===== src/rtl/vga_timing_recovery.sv =====
// Receive-side VGA timing recovery. Measures line and frame geometry from the incoming syncs,
// locks on stable timing, and recovers pixel coordinates plus data-enable two cycles after the pins.
module vga_timing_recovery #(
    parameter int H_ACTIVE    = 640,
    parameter int H_START     = 144,
    parameter int V_ACTIVE    = 480,
    parameter int V_START     = 35,
    parameter int LOCK_FRAMES = 2,
    parameter int CW          = 11
) (
    input  logic          clk,
    input  logic          rst,
    input  logic          hsync_n,
    input  logic          vsync_n,
    input  logic [3:0]    r_in,
    input  logic [3:0]    g_in,
    input  logic [3:0]    b_in,
    output logic [9:0]    px,
    output logic [9:0]    py,
    output logic          de,
    output logic [3:0]    r,
    output logic [3:0]    g,
    output logic [3:0]    b,
    output logic          frame_start,
    output logic          locked,
    output logic [CW-1:0] h_total,
    output logic [CW-1:0] v_total
);

    localparam logic [CW-1:0] CNT_MAX = {CW{1'b1}};
    localparam logic [CW-1:0] H_LO    = CW'(H_START);
    localparam logic [CW-1:0] H_HI    = CW'(H_START + H_ACTIVE);
    localparam logic [CW-1:0] V_LO    = CW'(V_START);
    localparam logic [CW-1:0] V_HI    = CW'(V_START + V_ACTIVE);
    localparam int            MW      = (LOCK_FRAMES < 2) ? 1 : $clog2(LOCK_FRAMES + 1);
    localparam logic [MW-1:0] LOCK_N  = MW'(LOCK_FRAMES);
    localparam logic [MW-1:0] ONE     = MW'(1);

    typedef enum logic [1:0] {SEARCH, MEASURE, CHECK, LOCKED} state_t;

    state_t        state, state_next;
    logic          hs_q, vs_q, hs_prev, vs_prev;
    logic [3:0]    r_q, g_q, b_q;
    logic [CW-1:0] h_cnt, v_cnt, h_now, v_now, h_meas, v_meas;
    logic [CW-1:0] h_ref, v_ref, h_ref_next, v_ref_next;
    logic [MW-1:0] match_cnt, match_next, match_inc;
    logic          href_ok, href_next;
    logic          vs_pend, h_seen, v_seen;
    logic          line_start, vs_fall, frame_edge, sat_hit, in_active, de_next;

    // Input sample stage; edges are taken against the previous registered sample.
    always_ff @(posedge clk or posedge rst) begin
        if (rst) begin
            hs_q    <= 1'b0;
            vs_q    <= 1'b0;
            hs_prev <= 1'b0;
            vs_prev <= 1'b0;
            r_q     <= '0;
            g_q     <= '0;
            b_q     <= '0;
        end else begin
            // NOTE: non-blocking assignments so every flop samples the pre-edge value of its source.
            hs_q    <= hsync_n;
            vs_q    <= vsync_n;
            hs_prev <= hs_q;
            vs_prev <= vs_q;
            r_q     <= r_in;
            g_q     <= g_in;
            b_q     <= b_in;
        end
    end

    assign line_start = hs_prev & ~hs_q;
    assign vs_fall    = vs_prev & ~vs_q;
    assign frame_edge = line_start & (vs_fall | vs_pend);

    // h_now/v_now are the counts belonging to the sample currently in the input stage.
    assign h_meas    = (h_cnt == CNT_MAX) ? CNT_MAX : h_cnt + CW'(1);
    assign v_meas    = (v_cnt == CNT_MAX) ? CNT_MAX : v_cnt + CW'(1);
    assign h_now     = line_start ? '0 : h_meas;
    assign v_now     = frame_edge ? '0 : (line_start ? v_meas : v_cnt);
    assign sat_hit   = (h_now == CNT_MAX) || (v_now == CNT_MAX);
    assign in_active = (h_now >= H_LO) && (h_now < H_HI) && (v_now >= V_LO) && (v_now < V_HI);
    assign match_inc = match_cnt + ONE;

    always_ff @(posedge clk or posedge rst) begin
        if (rst) begin
            h_cnt   <= '0;
            v_cnt   <= '0;
            vs_pend <= 1'b0;
            h_seen  <= 1'b0;
            v_seen  <= 1'b0;
        end else begin
            h_cnt   <= h_now;
            v_cnt   <= v_now;
            vs_pend <= frame_edge ? 1'b0 : (vs_fall ? 1'b1 : vs_pend);
            // A saturated counter means the current line/frame is partial, so skip its measurement.
            h_seen  <= sat_hit ? 1'b0 : (line_start ? 1'b1 : h_seen);
            v_seen  <= sat_hit ? 1'b0 : (frame_edge ? 1'b1 : v_seen);
        end
    end

    always_comb begin
        // NOTE: every output of this block gets a default first, so no path can infer a latch.
        state_next = state;
        h_ref_next = h_ref;
        v_ref_next = v_ref;
        match_next = match_cnt;
        href_next  = href_ok;
        case (state)
            SEARCH: begin
                if (frame_edge) begin
                    state_next = MEASURE;
                    href_next  = 1'b0;
                end
            end
            MEASURE: begin
                if (line_start) begin
                    if (!href_ok) begin
                        h_ref_next = h_meas;
                        href_next  = 1'b1;
                    end else if (h_meas != h_ref) begin
                        state_next = SEARCH;
                    end
                end
                if (frame_edge && state_next == MEASURE) begin
                    v_ref_next = v_meas;
                    match_next = ONE;
                    state_next = (LOCK_FRAMES <= 1) ? LOCKED : CHECK;
                end
            end
            CHECK, LOCKED: begin
                if (line_start && h_meas != h_ref) begin
                    state_next = SEARCH;
                end else if (frame_edge) begin
                    if (v_meas != v_ref) begin
                        state_next = SEARCH;
                    end else if (state == CHECK) begin
                        match_next = match_inc;
                        if (match_inc >= LOCK_N) state_next = LOCKED;
                    end
                end
            end
            default: state_next = SEARCH;
        endcase
        if (state != SEARCH && sat_hit) state_next = SEARCH;
    end

    always_ff @(posedge clk or posedge rst) begin
        if (rst) begin
            state     <= SEARCH;
            h_ref     <= '0;
            v_ref     <= '0;
            match_cnt <= '0;
            href_ok   <= 1'b0;
        end else begin
            state     <= state_next;
            h_ref     <= h_ref_next;
            v_ref     <= v_ref_next;
            match_cnt <= match_next;
            href_ok   <= href_next;
        end
    end

    // Output stage: lock and de follow the post-update state, so a mismatch blanks its own sample.
    assign de_next = (state_next == LOCKED) && in_active;

    always_ff @(posedge clk or posedge rst) begin
        if (rst) begin
            de          <= 1'b0;
            locked      <= 1'b0;
            frame_start <= 1'b0;
            px          <= '0;
            py          <= '0;
            r           <= '0;
            g           <= '0;
            b           <= '0;
            h_total     <= '0;
            v_total     <= '0;
        end else begin
            de          <= de_next;
            locked      <= (state_next == LOCKED);
            frame_start <= frame_edge && (state_next != SEARCH);
            r           <= de_next ? r_q : 4'd0;
            g           <= de_next ? g_q : 4'd0;
            b           <= de_next ? b_q : 4'd0;
            if (de_next) begin
                px <= 10'(h_now - H_LO);
                py <= 10'(v_now - V_LO);
            end
            if (line_start && h_seen) h_total <= h_meas;
            if (frame_edge && v_seen) v_total <= v_meas;
        end
    end

endmodule


===== config.mk =====
export PLATFORM = sky130hd
export DESIGN_NAME = vga_timing_recovery
export DESIGN_NICKNAME = d
export VERILOG_FILES = /design/src/rtl/vga_timing_recovery.sv
export SDC_FILE = /design/constraint.sdc
export NUM_CORES = 1
export LEC_CHECK = 0
export BUFFER_PORTS_ARGS = -buffer_cell sky130_fd_sc_hd__buf_2
export CAP_MARGIN = 20
export CORE_UTILIZATION = 35
export DETAILED_ROUTE_END_ITERATION = 6
export PLACE_DENSITY_LB_ADDON = 0.2
export SLEW_MARGIN = 20
export SYNTH_ARGS = -nofsm -noshare
export SYNTH_HDL_FRONTEND = slang
export SYNTH_SLANG_ARGS = --single-unit

===== constraint.sdc =====
create_clock -name clk -period 9.35 [get_ports clk]
set_input_delay 1.87 -clock clk [delete_from_list [all_inputs] [get_ports clk]]
set_output_delay 1.87 -clock clk [all_outputs]
set_load 0.05 [all_outputs]

==> results.sh <==
export IMPL_outcome="completed"
export IMPL_syn_inst=639
export IMPL_hold_class="flip-flop to flip-flop"
export IMPL_final_cell_count_no_fill=938
export IMPL_cp_arrival_ns=4.83
export IMPL_first_global_vias=5198
export IMPL_max_slew_margin=0.3706
export IMPL_maxSlewViolCount=0
export IMPL_start_util=0.3620
export IMPL_core_region_area_um2=17480
export IMPL_max_stage_delay_ns=0.59
export IMPL_yosys_warnings=0
export IMPL_n_antenna_cell=0
export IMPL_gp_congestion=0.9403
export IMPL_clk_pin_slew_worst_paths_ns=0.06
export IMPL_finalCritPeriodShare=0.4851
export IMPL_hold_viol=0
export IMPL_dp_cells=907
export IMPL_setup_violations=0
export IMPL_wire_per_inst_um=17.65
export IMPL_root_buffer="clkbuf_16"
export IMPL_clk_insertion_delay_late_ns=0.42
export IMPL_drc=0
export IMPL_cts_tree="built"
export IMPL_grt_remaining_overflow=0
export IMPL_power_density_nw_per_um2=223.1
export IMPL_synth_top_family_by_area="simple AND/OR/NAND/NOR gates"
export IMPL_drive_gt1_frac=0.1837
export IMPL_rsz0062_at_grt="false"
export IMPL_synth_simple_gate_area_frac=0.1924
export IMPL_h_tree_depth=4
export IMPL_cts_resized=0
export IMPL_die_w_um=136.4
export IMPL_die_h_um=136.4
export IMPL_grt_usage=0.1936
export IMPL_ir_worst_vdd_v=0.0001510
export IMPL_cts_buffers=17
export IMPL_grt_max_degree=77
export IMPL_areaGrowthSynthToFinish_pct=17.09
export IMPL_netlist_area_um2=6326
export IMPL_slowest_stage="and4_1"
export IMPL_vias=5160
export IMPL_antenna_found_initial=1
export IMPL_post_cts_buffers=0
export IMPL_num_rows=48
export IMPL_holdBufCountCts=0
export IMPL_cp_required_ns=9.65
export IMPL_synth_adder_area_share=0.01978
export IMPL_syn_area_per_cell_um2=9.900
export IMPL_yosys_area_share_xor_xnor=0.03817
export IMPL_fin_crit_ns=4.536
export IMPL_fmax_mhz=220.5
export IMPL_path_cells="ha_1 > and4_1 > nand3_1 > nand2_1 > nand2_1 > o21ai_0 > ha_1 > o2111a_1 > nand4_1 > o21ai_0 > o41ai_1 > a41oi_2 > nor4_4 > buf_4 > mux2_1"
export IMPL_maxCapViolCount=0
export IMPL_yosysUniqueCellTypes=71
export IMPL_pin_count=73
export IMPL_fillers=1697
export IMPL_postRouteAntennaNets=0
export IMPL_dieArea_um2=18620
export IMPL_io_buffers=72
export IMPL_worstMarginPinSlew_ns=0.9441
export IMPL_setup_tns_ns=0
export IMPL_crit_path_end_kind="flip-flop"
export IMPL_finalWirelength_mm=16.56
export IMPL_rrSetupSlack_ns=4.81
export IMPL_muxShareOfSynthArea=0.04628
export IMPL_syn_num_nets=665
export IMPL_cp_max_fo=33
export IMPL_ys_seq_area_frac=0.4945
export IMPL_path_class="flip-flop to flip-flop"
export IMPL_fin_nets=727
export IMPL_leakagePower_uw=0.003364
export IMPL_ys_flop_type="dfrtp_1"
export IMPL_viasPerCell=5.501
export IMPL_dr_first_iter_drc_count=357
export IMPL_skew_ns=0.01409
export IMPL_cp_start_kind="flip-flop"
export IMPL_cts_buffer_depth=2
export IMPL_synthArstFlopShare=1.000
export IMPL_grt_pass1_wl_mm=27.49
export IMPL_dp_hpwl_mm=11.77
export IMPL_synth_compound_area_frac=0.1650
export IMPL_cts_sinks=125
export IMPL_drt_pre_antenna_iters=5
export IMPL_synth_edff_count=0
export IMPL_ys_seq_elements=125
cells by family after synthesis:
logic type | after synthesis
simple gates | 231
xor+xnor | 26
mux | 27
buf+inv | 64
fa+ha+maj | 10
flops | 125
compound gates | 156
path summary, 6_finish.rpt:
check | from | to | cells after the start
hold reg to reg | hs_q | hs_prev | 0
setup reg to reg | v_cnt[0] | py[1] | 15
max in group asynchronous | rst | h_ref[4] | 3
hold / removal | hs_q | hs_prev | 0
min in group asynchronous | rst | r_q[3] | 2
setup / recovery | v_cnt[0] | py[1] | 15
per-stage QoR:
| step | total power, µW | util | worst slack [ns] | hold slack, ns | instance area, µm² |
|---|---|---|---|---|---|
| 5_1_grt | 1744 | 0.4238 | 4.309 | 0.4320 | 7407 |
| 2_1_floorplan | 926.8 | - | 4.152 | 0.3664 | 6326 |
| 3_5_place_dp | 1027 | 0.3917 | 4.866 | 0.3960 | 6845 |
| 6_report | 1653 | 0.4238 | 4.814 | 0.4232 | 7407 |
| 4_1_cts | 1668 | 0.4238 | 4.809 | 0.4229 | 7407 |
| 3_3_place_gp | 1022 | 0.3917 | 4.980 | 0.4082 | 6845 |
layer usage:
layer | vias to the layer above | global-route usage | part of all wire | wire, µm
met5 | - | 0 | 0.00079 | 13
met4 | 2 | 0.07160 | 0.019 | 313
met3 | 32 | 0.05369 | 0.061 | 1017
met2 | 185 | 0.2978 | 0.46 | 7623
met1 | 2497 | 0.2585 | 0.46 | 7590
li1 | 2444 | - | - | -
cell usage after synthesis (all sizes together) (12+ instances only):
| library cell | number | share of area |
|---|---|---|
| dfrtp | 125 | 0.49 |
| nand2 | 61 | 0.036 |
| o21ai | 55 | 0.044 |
| nor2 | 49 | 0.030 |
| inv | 30 | 0.018 |
| a21oi | 26 | 0.021 |
| nor3 | 19 | 0.016 |
| mux2 | 18 | 0.032 |
| and2 | 17 | 0.017 |
| buf | 17 | 0.016 |
| clkbuf | 17 | 0.010 |
| nand3 | 16 | 0.013 |
| nor4 | 14 | 0.019 |
| xnor2 | 13 | 0.018 |
| xor2 | 12 | 0.017 |
report_power, final:
part / switching [µW] / internal, µW
Clock: 264 / 369
Combinational: 249 / 123
Sequential: 55.9 / 592
critical path: cells and delay by family (launching register included):
family / cells / cell delay, ns
muxes: 1 / 0.36
DFF: 1 / 0.47
adders and majority gates: 2 / 0.63
AOI/OAI and AO/OA: 5 / 1.10
and+or+nand+nor: 6 / 1.58
buffers and inverters: 1 / 0.27
flip-flops by register name (all words and copies together) (netlist names), 2 cells and up:
| name | flops |
|---|---|
| b | 4 |
| b_q | 4 |
| g | 4 |
| g_q | 4 |
| h_cnt | 11 |
| h_ref | 11 |
| h_total | 11 |
| match_cnt | 2 |
| px | 10 |
| py | 10 |
| r | 4 |
| r_q | 4 |
| state | 2 |
| v_cnt | 11 |
| v_ref | 11 |
| v_total | 11 |
layout by cell type (no fill, tap or decap), drive strengths merged, types with 7 or more instances in the layout:
| cell type | Yosys | final |
|---|---|---|
| ha | 10 | 10 |
| nor4 | 14 | 14 |
| buf | 17 | 77 |
| nor2 | 49 | 49 |
| and4 | 7 | 7 |
| nand3 | 16 | 16 |
| and2 | 17 | 17 |
| a21oi | 26 | 26 |
| xnor2 | 13 | 13 |
| nand4 | 11 | 11 |
| nor3 | 19 | 19 |
| o21ai | 55 | 55 |
| xor2 | 12 | 12 |
| clkbuf | 17 | 17 |
| inv | 30 | 34 |
| nand2 | 61 | 61 |
| dfrtp | 125 | 125 |
| mux2 | 18 | 18 |
| and3 | 11 | 11 |
| clkinv | 0 | 7 |
| a31oi | 10 | 10 |
| mux2i | 9 | 9 |
area by class of cell:
class,instances,area (µm²),area share
tap,225,281.5,0.03801
timing repair buffer,77,397.9,0.05372
sequential,125,3128,0.4223
clock inverter,14,136.4,0.01841
multi-input combinational,450,2923,0.3946
clock buffer,17,425.4,0.05743
inverter,30,115.1,0.01554
(Power assumes the default switching activity.)
